==> src/rtl/clock_display_scan_if.sv <==
// Signal bundle between the clock/calendar datapath and the 7-segment scan driver.
// Inputs are plain levels; the scanner samples them once per frame.
interface clock_display_scan_if;
  logic [4:0] hour;
  logic [5:0] minute;
  logic [5:0] second;
  logic [3:0] month;
  logic [4:0] day;
  logic [2:0] status;
  logic [6:0] seg;
  logic       dp;
  logic [3:0] digit_en;
  logic       frame_done;
  logic [1:0] dbg_state;

  modport master (
    output hour, minute, second, month, day, status,
    input  seg, dp, digit_en, frame_done, dbg_state
  );

  modport slave (
    input  hour, minute, second, month, day, status,
    output seg, dp, digit_en, frame_done, dbg_state
  );
endinterface

==> src/rtl/clock_display_scan.sv <==
// 4-digit multiplexed 7-segment scanner with per-frame snapshot, serial BCD
// conversion by repeated subtraction, blanking dead-time and edit-field blinking.
module clock_display_scan #(
  parameter int SCAN_DIV     = 64,
  parameter int BLANK_CYCLES = 2,
  parameter int BLINK_FRAMES = 128
) (
  input  logic                 clock,
  input  logic                 reset,
  clock_display_scan_if.slave  bus
);

  localparam int CNT_MAX = (SCAN_DIV > BLANK_CYCLES) ? SCAN_DIV : BLANK_CYCLES;
  localparam int CW      = $clog2(CNT_MAX + 1);
  localparam int FW      = (BLINK_FRAMES > 1) ? $clog2(BLINK_FRAMES) : 1;

  typedef enum logic [1:0] {
    S_LOAD  = 2'd0,
    S_CONV  = 2'd1,
    S_DRIVE = 2'd2,
    S_BLANK = 2'd3
  } state_t;

  state_t          r_state, w_state_nxt;
  logic [1:0]      r_idx, w_idx_nxt;
  logic [CW-1:0]   r_cnt, w_cnt_nxt;
  logic [2:0]      r_tens, w_tens_nxt;
  logic [5:0]      r_rem, w_rem_nxt;
  logic            r_frame_done, w_frame_done_nxt;
  logic [FW-1:0]   r_frame_cnt;
  logic            r_hidden;

  logic [4:0]      r_hour;
  logic [5:0]      r_minute;
  logic            r_second0;
  logic [3:0]      r_month;
  logic [4:0]      r_day;
  logic [2:0]      r_status;

  logic [2:0]      w_status_live;
  logic [2:0]      w_cur_status;
  logic [4:0]      w_cur_hour;
  logic [5:0]      w_cur_minute;
  logic [3:0]      w_cur_month;
  logic [4:0]      w_cur_day;
  logic            w_cal;
  logic [5:0]      w_v;
  logic [3:0]      w_digit;
  logic            w_hide_pair;
  logic            w_snap;

  logic [6:0]      w_seg;
  logic            w_dp;
  logic [3:0]      w_digit_en;

  function automatic logic [6:0] font(input logic [3:0] d);
    case (d)
      4'd0:    font = 7'h3F;
      4'd1:    font = 7'h06;
      4'd2:    font = 7'h5B;
      4'd3:    font = 7'h4F;
      4'd4:    font = 7'h66;
      4'd5:    font = 7'h6D;
      4'd6:    font = 7'h7D;
      4'd7:    font = 7'h07;
      4'd8:    font = 7'h7F;
      4'd9:    font = 7'h6F;
      default: font = 7'h00;
    endcase
  endfunction

  // Digit 0's LOAD is the snapshot cycle, so it must read the live inputs directly.
  assign w_snap        = (r_state == S_LOAD) && (r_idx == 2'd0);
  assign w_status_live = (bus.status > 3'd4) ? 3'd0 : bus.status;
  assign w_cur_status  = (r_idx == 2'd0) ? w_status_live : r_status;
  assign w_cur_hour    = (r_idx == 2'd0) ? bus.hour      : r_hour;
  assign w_cur_minute  = (r_idx == 2'd0) ? bus.minute    : r_minute;
  assign w_cur_month   = (r_idx == 2'd0) ? bus.month     : r_month;
  assign w_cur_day     = (r_idx == 2'd0) ? bus.day       : r_day;
  assign w_cal         = (w_cur_status >= 3'd3);

  always_comb begin
    w_v = 6'd0;
    if (!r_idx[1]) begin
      w_v = w_cal ? {2'b00, w_cur_month} : {1'b0, w_cur_hour};
    end else begin
      w_v = w_cal ? {1'b0, w_cur_day} : w_cur_minute;
    end
  end

  always_comb begin
    w_state_nxt      = r_state;
    w_idx_nxt        = r_idx;
    w_cnt_nxt        = r_cnt;
    w_tens_nxt       = r_tens;
    w_rem_nxt        = r_rem;
    w_frame_done_nxt = 1'b0;
    case (r_state)
      S_LOAD: begin
        w_tens_nxt  = 3'd0;
        w_rem_nxt   = w_v;
        w_state_nxt = S_CONV;
      end
      S_CONV: begin
        if (r_rem >= 6'd10) begin
          w_rem_nxt  = r_rem - 6'd10;
          w_tens_nxt = r_tens + 3'd1;
        end else begin
          w_state_nxt = S_DRIVE;
          w_cnt_nxt   = '0;
        end
      end
      S_DRIVE: begin
        if (r_cnt == CW'(SCAN_DIV - 1)) begin
          w_state_nxt = S_BLANK;
          w_cnt_nxt   = '0;
        end else begin
          w_cnt_nxt = r_cnt + 1'b1;
        end
      end
      S_BLANK: begin
        if (r_cnt == CW'(BLANK_CYCLES - 1)) begin
          w_state_nxt      = S_LOAD;
          w_cnt_nxt        = '0;
          w_idx_nxt        = r_idx + 2'd1;
          w_frame_done_nxt = (r_idx == 2'd3);
        end else begin
          w_cnt_nxt = r_cnt + 1'b1;
        end
      end
      default: w_state_nxt = S_LOAD;
    endcase
  end

  // Edited pair: hour/month occupy digits 0-1, minute/day digits 2-3.
  always_comb begin
    w_hide_pair = 1'b0;
    if (r_hidden) begin
      case (r_status)
        3'd1, 3'd3: w_hide_pair = ~r_idx[1];
        3'd2, 3'd4: w_hide_pair = r_idx[1];
        default:    w_hide_pair = 1'b0;
      endcase
    end
  end

  assign w_digit = r_idx[0] ? r_rem[3:0] : {1'b0, r_tens};

  always_comb begin
    w_seg      = 7'd0;
    w_dp       = 1'b0;
    w_digit_en = 4'd0;
    if (r_state == S_DRIVE) begin
      w_digit_en = 4'b0001 << r_idx;
      w_seg      = w_hide_pair ? 7'd0 : font(w_digit);
      if (r_idx == 2'd1) begin
        w_dp = (r_status == 3'd0) ? r_second0 : 1'b1;
      end
    end
  end

  always_ff @(posedge clock) begin
    if (reset) begin
      r_state      <= S_LOAD;
      r_idx        <= 2'd0;
      r_cnt        <= '0;
      r_tens       <= 3'd0;
      r_rem        <= 6'd0;
      r_frame_done <= 1'b0;
      r_frame_cnt  <= '0;
      r_hidden     <= 1'b0;
      r_hour       <= 5'd0;
      r_minute     <= 6'd0;
      r_second0    <= 1'b0;
      r_month      <= 4'd0;
      r_day        <= 5'd0;
      r_status     <= 3'd0;
    end else begin
      r_state      <= w_state_nxt;
      r_idx        <= w_idx_nxt;
      r_cnt        <= w_cnt_nxt;
      r_tens       <= w_tens_nxt;
      r_rem        <= w_rem_nxt;
      r_frame_done <= w_frame_done_nxt;
      if (w_snap) begin
        r_hour    <= bus.hour;
        r_minute  <= bus.minute;
        r_second0 <= bus.second[0];
        r_month   <= bus.month;
        r_day     <= bus.day;
        r_status  <= w_status_live;
      end
      if (r_frame_done) begin
        if (r_frame_cnt == FW'(BLINK_FRAMES - 1)) begin
          r_frame_cnt <= '0;
          r_hidden    <= ~r_hidden;
        end else begin
          r_frame_cnt <= r_frame_cnt + 1'b1;
        end
      end
    end
  end

  assign bus.seg        = w_seg;
  assign bus.dp         = w_dp;
  assign bus.digit_en   = w_digit_en;
  assign bus.frame_done = r_frame_done;
  assign bus.dbg_state  = r_state;

endmodule

==> src/flat_wrapper.sv <==
// flat-port wrapper written by rule: the top's interface ports become plain ports
module clock_display_scan_flat 
#(
  parameter int SCAN_DIV     = 64,
  parameter int BLANK_CYCLES = 2,
  parameter int BLINK_FRAMES = 128
)
  (clock, reset, bus_hour, bus_minute, bus_second, bus_month, bus_day, bus_status, bus_seg, bus_dp, bus_digit_en, bus_frame_done, bus_dbg_state);
  clock_display_scan_if bus_i ();
  input  logic clock;
  input  logic reset;
  input wire logic [$bits(bus_i.hour)-1:0] bus_hour;
  input wire logic [$bits(bus_i.minute)-1:0] bus_minute;
  input wire logic [$bits(bus_i.second)-1:0] bus_second;
  input wire logic [$bits(bus_i.month)-1:0] bus_month;
  input wire logic [$bits(bus_i.day)-1:0] bus_day;
  input wire logic [$bits(bus_i.status)-1:0] bus_status;
  output wire logic [$bits(bus_i.seg)-1:0] bus_seg;
  output wire logic [$bits(bus_i.dp)-1:0] bus_dp;
  output wire logic [$bits(bus_i.digit_en)-1:0] bus_digit_en;
  output wire logic [$bits(bus_i.frame_done)-1:0] bus_frame_done;
  output wire logic [$bits(bus_i.dbg_state)-1:0] bus_dbg_state;
  assign bus_i.hour = bus_hour;
  assign bus_i.minute = bus_minute;
  assign bus_i.second = bus_second;
  assign bus_i.month = bus_month;
  assign bus_i.day = bus_day;
  assign bus_i.status = bus_status;
  assign bus_seg = bus_i.seg;
  assign bus_dp = bus_i.dp;
  assign bus_digit_en = bus_i.digit_en;
  assign bus_frame_done = bus_i.frame_done;
  assign bus_dbg_state = bus_i.dbg_state;
  clock_display_scan #(.SCAN_DIV(SCAN_DIV), .BLANK_CYCLES(BLANK_CYCLES), .BLINK_FRAMES(BLINK_FRAMES)) u_core (.clock(clock), .reset(reset), .bus(bus_i));
endmodule
==> config.mk <==
export PLATFORM = sky130hd
export DESIGN_NAME = clock_display_scan_flat
export DESIGN_NICKNAME = d
export VERILOG_FILES = /design/src/rtl/clock_display_scan_if.sv /design/src/rtl/clock_display_scan.sv /design/src/flat_wrapper.sv
export SDC_FILE = /design/constraint.sdc
export NUM_CORES = 1
export LEC_CHECK = 0
export BUFFER_PORTS_ARGS = -buffer_cell sky130_fd_sc_hd__buf_4
export CORE_AREA = 3 3 83 85
export DETAILED_ROUTE_END_ITERATION = 12
export DIE_AREA = 0 0 86 88
export HOLD_SLACK_MARGIN = 0.12
export MAX_ROUTING_LAYER = met4
export PLACE_DENSITY = 0.78
export SYNTH_ARGS = -nofsm -noshare
export SYNTH_HDL_FRONTEND = slang
export SYNTH_SLANG_ARGS = --single-unit
==> constraint.sdc <==
create_clock -name clock -period 2.55 [get_ports clock]
set_input_delay 0.765 -clock clock [delete_from_list [all_inputs] [get_ports clock]]
set_output_delay 0.765 -clock clock [all_outputs]
set_load 0.01 [all_outputs]
### Yosys cells after proc, flatten, opt, wreduce, memory -nomap -nowiden

Memory sizes are Yosys's and may differ from the RTL's.
Index checks and enable logic that the tools add are counted.

* flip-flop bits (word level): 53
* ROM bits: 112
* bits of input ports: 31
* memories: 1

Memory list
* (no name shown): words 16, bits a word 7, rd ports 1, clocked after memory_dff 0, wr ports 0, RTL line clock_display_scan.sv:57 `case (d)`

* $add $sub $neg: 5
* order comparisons: 3
* equal/unequal tests: 16
* shifts and indexed selects: 1
* mux-type cells: 31
* bitwise operators: 4
* reductions and logical operators: 14

Operators by type and width (number)
* 2-to-1 mux 7 bit: 6
* 2-to-1 mux 6 bit: 4
* one-hot mux 7 bit (3 select lines): 1
* 2-to-1 mux 5 bit: 3
* adder 7 x 1 -> 7 bit (second input constant): 2
* 2-to-1 mux 4 bit: 3
* one-hot mux 6 bit (2 select lines): 1
* 2-to-1 mux 3 bit: 3
* one-hot mux 2 bit (4 select lines): 1
* AND reduction 2 bit: 4
* == test 7 x 1 -> 1 bit (second input constant): 1
* == test 7 x 6 -> 1 bit (second input constant): 1
* == test 7 bit (second input constant): 1
* == test 2 bit (second input constant): 3
* == test 3 x 2 -> 1 bit (second input constant): 2
* greater-or-equal comparator 6 x 4 -> 1 bit (second input constant): 1
* 2-to-1 mux 2 bit: 3
* != test 2 x 1 -> 1 bit (second input constant): 3
* one-hot mux 3 bit (2 select lines): 1
* subtractor 6 x 4 -> 6 bit (second input constant): 1
* == test 2 x 1 -> 1 bit (second input constant): 2
* zero test 2 bit: 2
* 2-to-1 mux 1 bit: 4
* inverter 1 bit: 4
* 16 further kinds: 17

### Depth between registers and ports, before layout

Gate-level depths: netlist of the first run.

* word-level depth: 7
* gate-level depth with buffers: 10
* depth with buffers taken out: 7

### Worst setup path after synthesis of the first run

Ideal clock, no wire load.

* path type: register -> output
* start: register u_core.r_idx[0]
* end: output port bus_seg[6]
* arrival: 1784 ps
* slack: 1 ps
* stages on the path, launching flop included: 8
* path buffers: 1
* cell sequence: dfxtp_1 -> clkbuf_1 -> mux2i_1 -> inv_1 -> ha_1 -> a211oi_1 -> a21oi_1 -> nor2_1

* word-level cells in the longest chain between the ends: 4

Ends and longest elaborated chain
* start, declared: RTL line clock_display_scan.sv:25 `logic [1:0] r_idx, w_idx_nxt;`
* start signal, assigned: RTL line clock_display_scan.sv:180 `r_idx <= w_idx_nxt;`
* 2-to-1 mux 4 bit: RTL line clock_display_scan.sv:147 `assign w_digit = r_idx[0] ? r_rem[3:0] : {1'b0, r_tens};`
* memory read (16 x 7 bit)
* 2-to-1 mux 7 bit: RTL line clock_display_scan.sv:155 `w_seg = w_hide_pair ? 7'd0 : font(w_digit);`
* 2-to-1 mux 7 bit: RTL line clock_display_scan.sv:153 `if (r_state == S_DRIVE) begin`
* end, declared: RTL line flat_wrapper.sv:18 `output wire logic [$bits(bus_i.seg)-1:0] bus_seg;`

No other way between the ends.

### Final worst setup path of the first run

* start: register u_core.r_idx[0]
* end: output port bus_seg[4]

The elaborated chain is that of the path after synthesis.

==> reports/results.txt, run 1 <==
Worst setup SP type -> flop
crit path cell chain -> mux2i_2 -> buf_4 -> ha_4 -> nand3_2 -> a21oi_2 -> a31oi_1 -> nor2_1 -> buf_4
antenna-violating nets left -> 0
TritonCTS clock tree -> built
Worst R2R End -> u_core.r_rem[0]
dpl cells -> 483
power per cell area -> 745 nW/µm²
total congestion overflow -> 0
WP buf/inv -> 2
reg-to-reg startpoint -> u_core.r_idx[0]
gpl congestion -> 0.933
worst slack, placed -> 0.191 ns
area share of the leading cell type in the synthesized netlist -> 34.6%
ys async rst share -> 0%
DRC -> 0
share of the yosys chip area belonging to registers -> 34.6%
maximum vdd drop -> 0.382 mV
Crit path depth -> 8
PortBufs -> 40
Net Sw Power -> 1.08 mW
TritonCTS Buffers -> 5
post-DR wirelength/cell -> 13.9 µm
Sw Share -> 39.7%
setup violators final -> 0
flops & latches, synth -> 53
Tcrit/Tclk final -> 97.7%
Post-synth EDFFs -> 0
DR iter-0 viols -> 116
CP top delay family -> flip-flops
most frequent CP cell -> buf_4
R2R setup slack -> 0.19 ns
total of warnings raised by yosys -> 0
DIE WIDTH -> 86 µm
ys flop type -> dfxtp_1
Sequential Power Share -> 41.6%
I/O pins -> 46
Post-Synth XOR/XNOR Area -> 3.99%
layout cells sized above 1 -> 21.6%
critical path class -> flop to primary output
f_max -> 402 MHz
Cell Count, Final, Fillers Out -> 494
combinational share of power -> 40.6%
Post-Syn Area per Cell -> 8.19 µm²
clock network power share -> 17.7%
largest family of logic cells by synthesized area -> simple AND/OR/NAND/NOR gates
slowest stage delay, CP -> 0.38 ns
total power draw -> 2.71 mW
hold endpoint -> u_core.r_day[4]
diode count -> 0
Max H-tree Level -> 2
Period minus WS final -> 2.49 ns
final setup margin -> 0.0596 ns
most frequent cells in the layout -> nand2_1 (72), buf_4 (52), dfxtp_1 (50)
slowest CP cell -> dfxtp_4
Cell Area, Placed -> 3460 µm²
vias per inst -> 5.52
Worst EP required -> 1.79 ns
Detailed Route WL -> 6840 µm
largest area contributor in the netlist -> dfxtp_1
Synth Area in Simple Gates -> 25.2%
via count -> 2726
synthesis-to-finish area growth -> 18.3%
die area -> 7570 µm²
RSZ-0062 raised after global routing -> yes
worst reg2reg path depth -> 8
Mapped Cells -> 375
Synth Area in Adders -> 7.33%
hold crit path type -> flop to flop
CP Capture Type -> primary output
Worst EP arrival -> 1.73 ns
clock root buffer -> clkbuf_8
row cnt -> 29
Netlist cell types -> 52
outcome -> finished clean
most common cell after layout, fill and taps aside -> nand2_1
syn nets -> 424
largest net degree at the start of global routing -> 50
maxcap violations -> 0
Reg clk slew, reported paths -> 0.10 ns
Synth Area in Compound Gates -> 16.1%
first-pass GRT wire length -> 11600 µm
initial antenna violation count -> 0
internal power -> 1.63 mW
design area -> 3630 µm²
post-synthesis mux area share -> 9.05%
die height -> 88 µm
final core occ -> 57.8%
fin nets -> 465
vias in the first global route -> 2516
leakage power -> 1.45 nW
Slew Limit Fails -> 0
total core area -> 6280 µm²
maximum buffer depth of the clock tree -> 2
worst hold stages -> 2
crit-path max FO -> 4
Max Clock Skew -> 0.0123 ns
GRT Total Usage -> 19.5%
clk_lat worst skew -> 0.31 ns
Final Hold Fails -> 0
worst slew pin tran -> 0.562 ns
relative slew slack -> 62.4%
Synth area leaders -> dfxtp_1 (35%), nand2_1 (8.8%), ha_1 (7.3%)
Post-Syn Area -> 3070 µm²
initial core utilization -> 48.9%
dpl hpwl -> 5010 µm
drt pass-1 iters -> 4
CTS sink count -> 53
worst hold path startpoint -> u_core.r_day[4]
[per-layer routing]
metal | up-vias | routed length [µm] | track usage [%]
met1 | 1244 | 3010 | 24.1
met5 | - | 0 | -
met4 | 0 | 110 | 5.32
met3 | 11 | 379 | 3.95
li1 | 1400 | - | -
met2 | 71 | 3340 | 32.3
[metrics by stage]
step | TNS [ns] | hold slack, ns
final | 0 | 0.458
after CTS | 0 | 0.461
after floorplan | 0 | 0.432
after global routing | -0.0521 | 0.484
after detailed placement | 0 | 0.447
after global placement | 0 | 0.439
[cells by family after synthesis]
| group | after synthesis |
|---|---|
| simple gates | 164 |
| compound gates | 79 |
| flops | 53 |
| buf+inv | 28 |
| mux | 19 |
| fa+ha+maj | 18 |
| xor+xnor | 14 |
[sequential cells by signal, summed over array words and instances (netlist names)]
name	flops
u_core.r_idx	2
u_core.r_month	4
u_core.bus.dbg_state	2
u_core.r_hour	5
u_core.r_tens	3
u_core.r_second0	1
u_core.r_cnt	7
u_core.r_rem	6
u_core.bus.frame_done	1
u_core.r_frame_cnt	7
u_core.r_minute	6
u_core.r_status	3
u_core.r_day	5
u_core.r_hidden	1
[how the worst max path moves through the flow]
stage | startpoint | end | slack [ns]
floorplan | u_core.r_idx[0] | bus_seg[6] | 0.001
global placement | bus_status[0] | u_core.r_rem[2] | 0.24
detailed placement | bus_status[0] | u_core.r_rem[2] | 0.19
CTS | u_core.r_idx[0] | bus_seg[4] | 0.01
global route | u_core.r_idx[0] | bus_seg[4] | -0.04
finish | u_core.r_idx[0] | bus_seg[4] | 0.06
[worst min-delay path, stage by stage, from the launching register on]
cell and delay (ns):
dfxtp_1 0.32, nand2_1 0.05, a21oi_1 0.05
[Yosys cell counts, types with 2 or more instances]
cell	instances
xor2_1	8
o21a_1	2
and2_1	5
mux4_2	4
xnor2_1	6
a211oi_1	2
mux2_2	4
nand3_1	10
o211ai_1	4
a31oi_1	5
nor3_1	11
nor2b_1	3
nand3b_1	7
ha_1	18
dfxtp_1	53
inv_1	10
clkbuf_1	11
nand2_1	72
o21ai_0	11
nor4_1	3
nand2b_1	4
a21oi_1	41
or3_1	4
nand4b_1	3
a211o_1	2
nor2_1	31
mux4_1	2
buf_2	5
mux2i_1	9
nor3_2	2
nand4_1	2
[cell type report]
| cell class | count | area [µm²] |
|---|---|---|
| fillers | 578 | 2650 |
| multi-input cells | 294 | 1950 |
| flip-flops and latches | 53 | 1070 |
| repair buffers | 52 | 390 |
| well taps | 77 | 96.3 |
| clock buffers | 5 | 68.8 |
| inverters | 10 | 37.5 |
| clock inverters | 3 | 21.3 |
[power groups by stage]
stage	sequential (mW)	clock [mW]	combinational [mW]
2_1_floorplan	1.10	0	0.786
3_3_place_gp	1.13	0	1.06
3_5_place_dp	1.14	0	1.08
4_1_cts	1.12	0.485	1.08
5_1_grt	1.15	0.524	1.24
6_report	1.13	0.480	1.10
[what timing repair did]
item                                    CTS  global route
gates resized for setup                   2            17
endpoints found under the setup margin    7             8
buffers inserted                          0             3
gates cloned                              0             0
endpoints found under the hold margin     0             0
hold buffers                              0             0
pin swaps                                 0             6
No activity file was read; power rests on OpenSTA's default activity.
==> run 2, diff against run 1 <==
--- a/config.mk
+++ b/config.mk
@@ -5,13 +5,14 @@
 export SDC_FILE = /design/constraint.sdc
 export NUM_CORES = 1
 export LEC_CHECK = 0
-export BUFFER_PORTS_ARGS = -buffer_cell sky130_fd_sc_hd__buf_4
 export CORE_AREA = 3 3 83 85
+export CTS_CLUSTER_DIAMETER = 120
 export DETAILED_ROUTE_END_ITERATION = 12
 export DIE_AREA = 0 0 86 88
-export HOLD_SLACK_MARGIN = 0.12
+export DONT_BUFFER_PORTS = 1
+export HOLD_SLACK_MARGIN = 0.05
 export MAX_ROUTING_LAYER = met4
-export PLACE_DENSITY = 0.78
+export PLACE_DENSITY = 0.72
 export SYNTH_ARGS = -nofsm -noshare
 export SYNTH_HDL_FRONTEND = slang
 export SYNTH_SLANG_ARGS = --single-unit
==> run 2 against run 1 <==
Fmax fell by 1.9%. Combinational power is 5% lower. Non-clock buffer count is 37 lower. Sequential cell count did not move. Cell count shrank 7.5%. Critical path depth fell by 1. Clock skew shrank 0.0012 ns. Count of clock-buffer cells in the layout grew 2. Wire length fell by 0.88%. Worst setup slack worse by 0.048 ns.
==> reports/results.txt, run 2 (synthesized netlist as in run 1, its figures left out) <==
hold_ws -> 0.450 ns
outcome -> finished clean
worst hold stages -> 2
die height -> 88 µm
R2R setup slack -> 0.40 ns
first-pass GRT wire length -> 11100 µm
Worst R2R End -> u_core.r_rem[2]
Slew Limit Fails -> 0
drt pass-1 iters -> 4
RSZ-0062 raised after global routing -> yes
row cnt -> 29
diode count -> 0
gpl congestion -> 0.948
Cell Area, Placed -> 3200 µm²
setup repair bufs after CTS -> 0
GRT Total Usage -> 18.7%
dpl cells -> 449
total core area -> 6280 µm²
relative slew slack -> 66.4%
hold crit path type -> flop to flop
setup violators final -> 0
initial core utilization -> 48.9%
maxcap violations -> 0
hold endpoint -> u_core.r_hour[2]
worst slew pin tran -> 0.503 ns
CTS sink count -> 53
clk_lat worst skew -> 0.30 ns
die area -> 7570 µm²
TritonCTS clock tree -> built
total power draw -> 2.75 mW
worst slack, placed -> 0.213 ns
antenna-violating nets left -> 0
Fill cells -> 580
Max Clock Skew -> 0.0111 ns
DRC -> 0
total congestion overflow -> 0
final setup margin -> 0.0115 ns
layout cells sized above 1 -> 14.7%
I/O pins -> 46
most frequent cells in the layout -> nand2_1 (72), dfxtp_1 (50), a21oi_1 (39)
power per cell area -> 808 nW/µm²
Final Hold Fails -> 0
vias per inst -> 5.62
hold-fix buffers at CTS -> 0
Worst EP arrival -> 1.77 ns
DR iter-0 viols -> 128
Worst EP required -> 1.79 ns
design area -> 3400 µm²
crit-path max FO -> 6
Reg clk slew, reported paths -> 0.09 ns
via count -> 2570
f_max -> 394 MHz
leakage power -> 1.28 nW
synthesis-to-finish area growth -> 10.8%
Detailed Route WL -> 6780 µm
clock root buffer -> clkbuf_8
biggest registers after layout -> u_core.r_cnt: 7 flops, u_core.r_frame_cnt: 7 flops
post-DR wirelength/cell -> 14.8 µm
maximum vdd drop -> 0.463 mV
Max H-tree Level -> 2
critical path class -> flop to primary output
vias in the first global route -> 2341
Worst setup SP type -> flop
Tcrit/Tclk final -> 99.5%
DIE WIDTH -> 86 µm
most common cell after layout, fill and taps aside -> nand2_1
reg-to-reg startpoint -> u_core.r_idx[0]
initial antenna violation count -> 0
largest net degree at the start of global routing -> 50
Period minus WS final -> 2.54 ns
PortBufs -> 0
maximum buffer depth of the clock tree -> 2
Cell Count, Final, Fillers Out -> 457
fin nets -> 428
CP Capture Type -> primary output
worst reg2reg path depth -> 7
TritonCTS Buffers -> 5
worst hold path startpoint -> u_core.r_hour[2]
dpl hpwl -> 4890 µm
-- run 2: worst max-delay path by stage --
stage	start	cells after the start	endpoint	slack (ns)
after floorplan	u_core.r_idx[0]	7	bus_seg[6]	0.001
after global placement	u_core.r_status[0]	6	bus_seg[2]	0.26
after detailed placement	u_core.r_idx[0]	7	u_core.r_rem[2]	0.21
after CTS	u_core.r_idx[0]	6	bus_seg[6]	0.008
after global routing	u_core.r_idx[0]	7	bus_seg[4]	-0.1
final	u_core.r_idx[0]	7	bus_seg[4]	0.01
-- run 2: power by group --
group          internal, mW  leakage (nW)  switching, mW
Combinational         0.411         0.785          0.628
Sequential            0.986         0.435          0.141
Clock                 0.320        0.0585          0.265
Total                  1.72          1.28           1.03
-- run 2: final cells by class --
class / instances / area (µm²) / area share (%)
Clock inverter: 1 / 30.0 / 0.882
Tap cell: 77 / 96.3 / 2.83
Sequential cell: 53 / 1070 / 31.4
Inverter: 10 / 37.5 / 1.10
Clock buffer: 7 / 86.3 / 2.54
Timing Repair Buffer: 15 / 116 / 3.42
Multi-Input combinational cell: 294 / 1970 / 57.9
-- run 2: timing repair --
item | 4_1_cts | 5_1_grt
endpoints found under the setup margin | 7 | 8
pin swaps | 0 | 5
gates cloned | 0 | 0
resized for setup | 4 | 21
-- run 2: worst max-delay path, stage by stage (launching register included) --
cell     delay [ns]
dfxtp_4        0.41
mux2i_2        0.25
buf_4          0.18
ha_4           0.14
nand3_2        0.09
a21oi_2        0.16
a31oi_1        0.07
nor2_2         0.18
-- run 2: routing by layer --
| metal | track usage, % | routed length, µm |
|---|---|---|
| met5 | - | 0 |
| met4 | 3.74 | 38 |
| met3 | 5.17 | 434 |
| met2 | 30.7 | 3330 |
| met1 | 23.0 | 2980 |
-- run 2: per-stage QoR --
step / TNS, ns / util, %
after floorplan: 0 / -
after global placement: 0 / 51.0
after detailed placement: 0 / 51.0
after CTS: 0 / 53.0
after global routing: -0.0956 / 54.2
final: 0 / 54.2
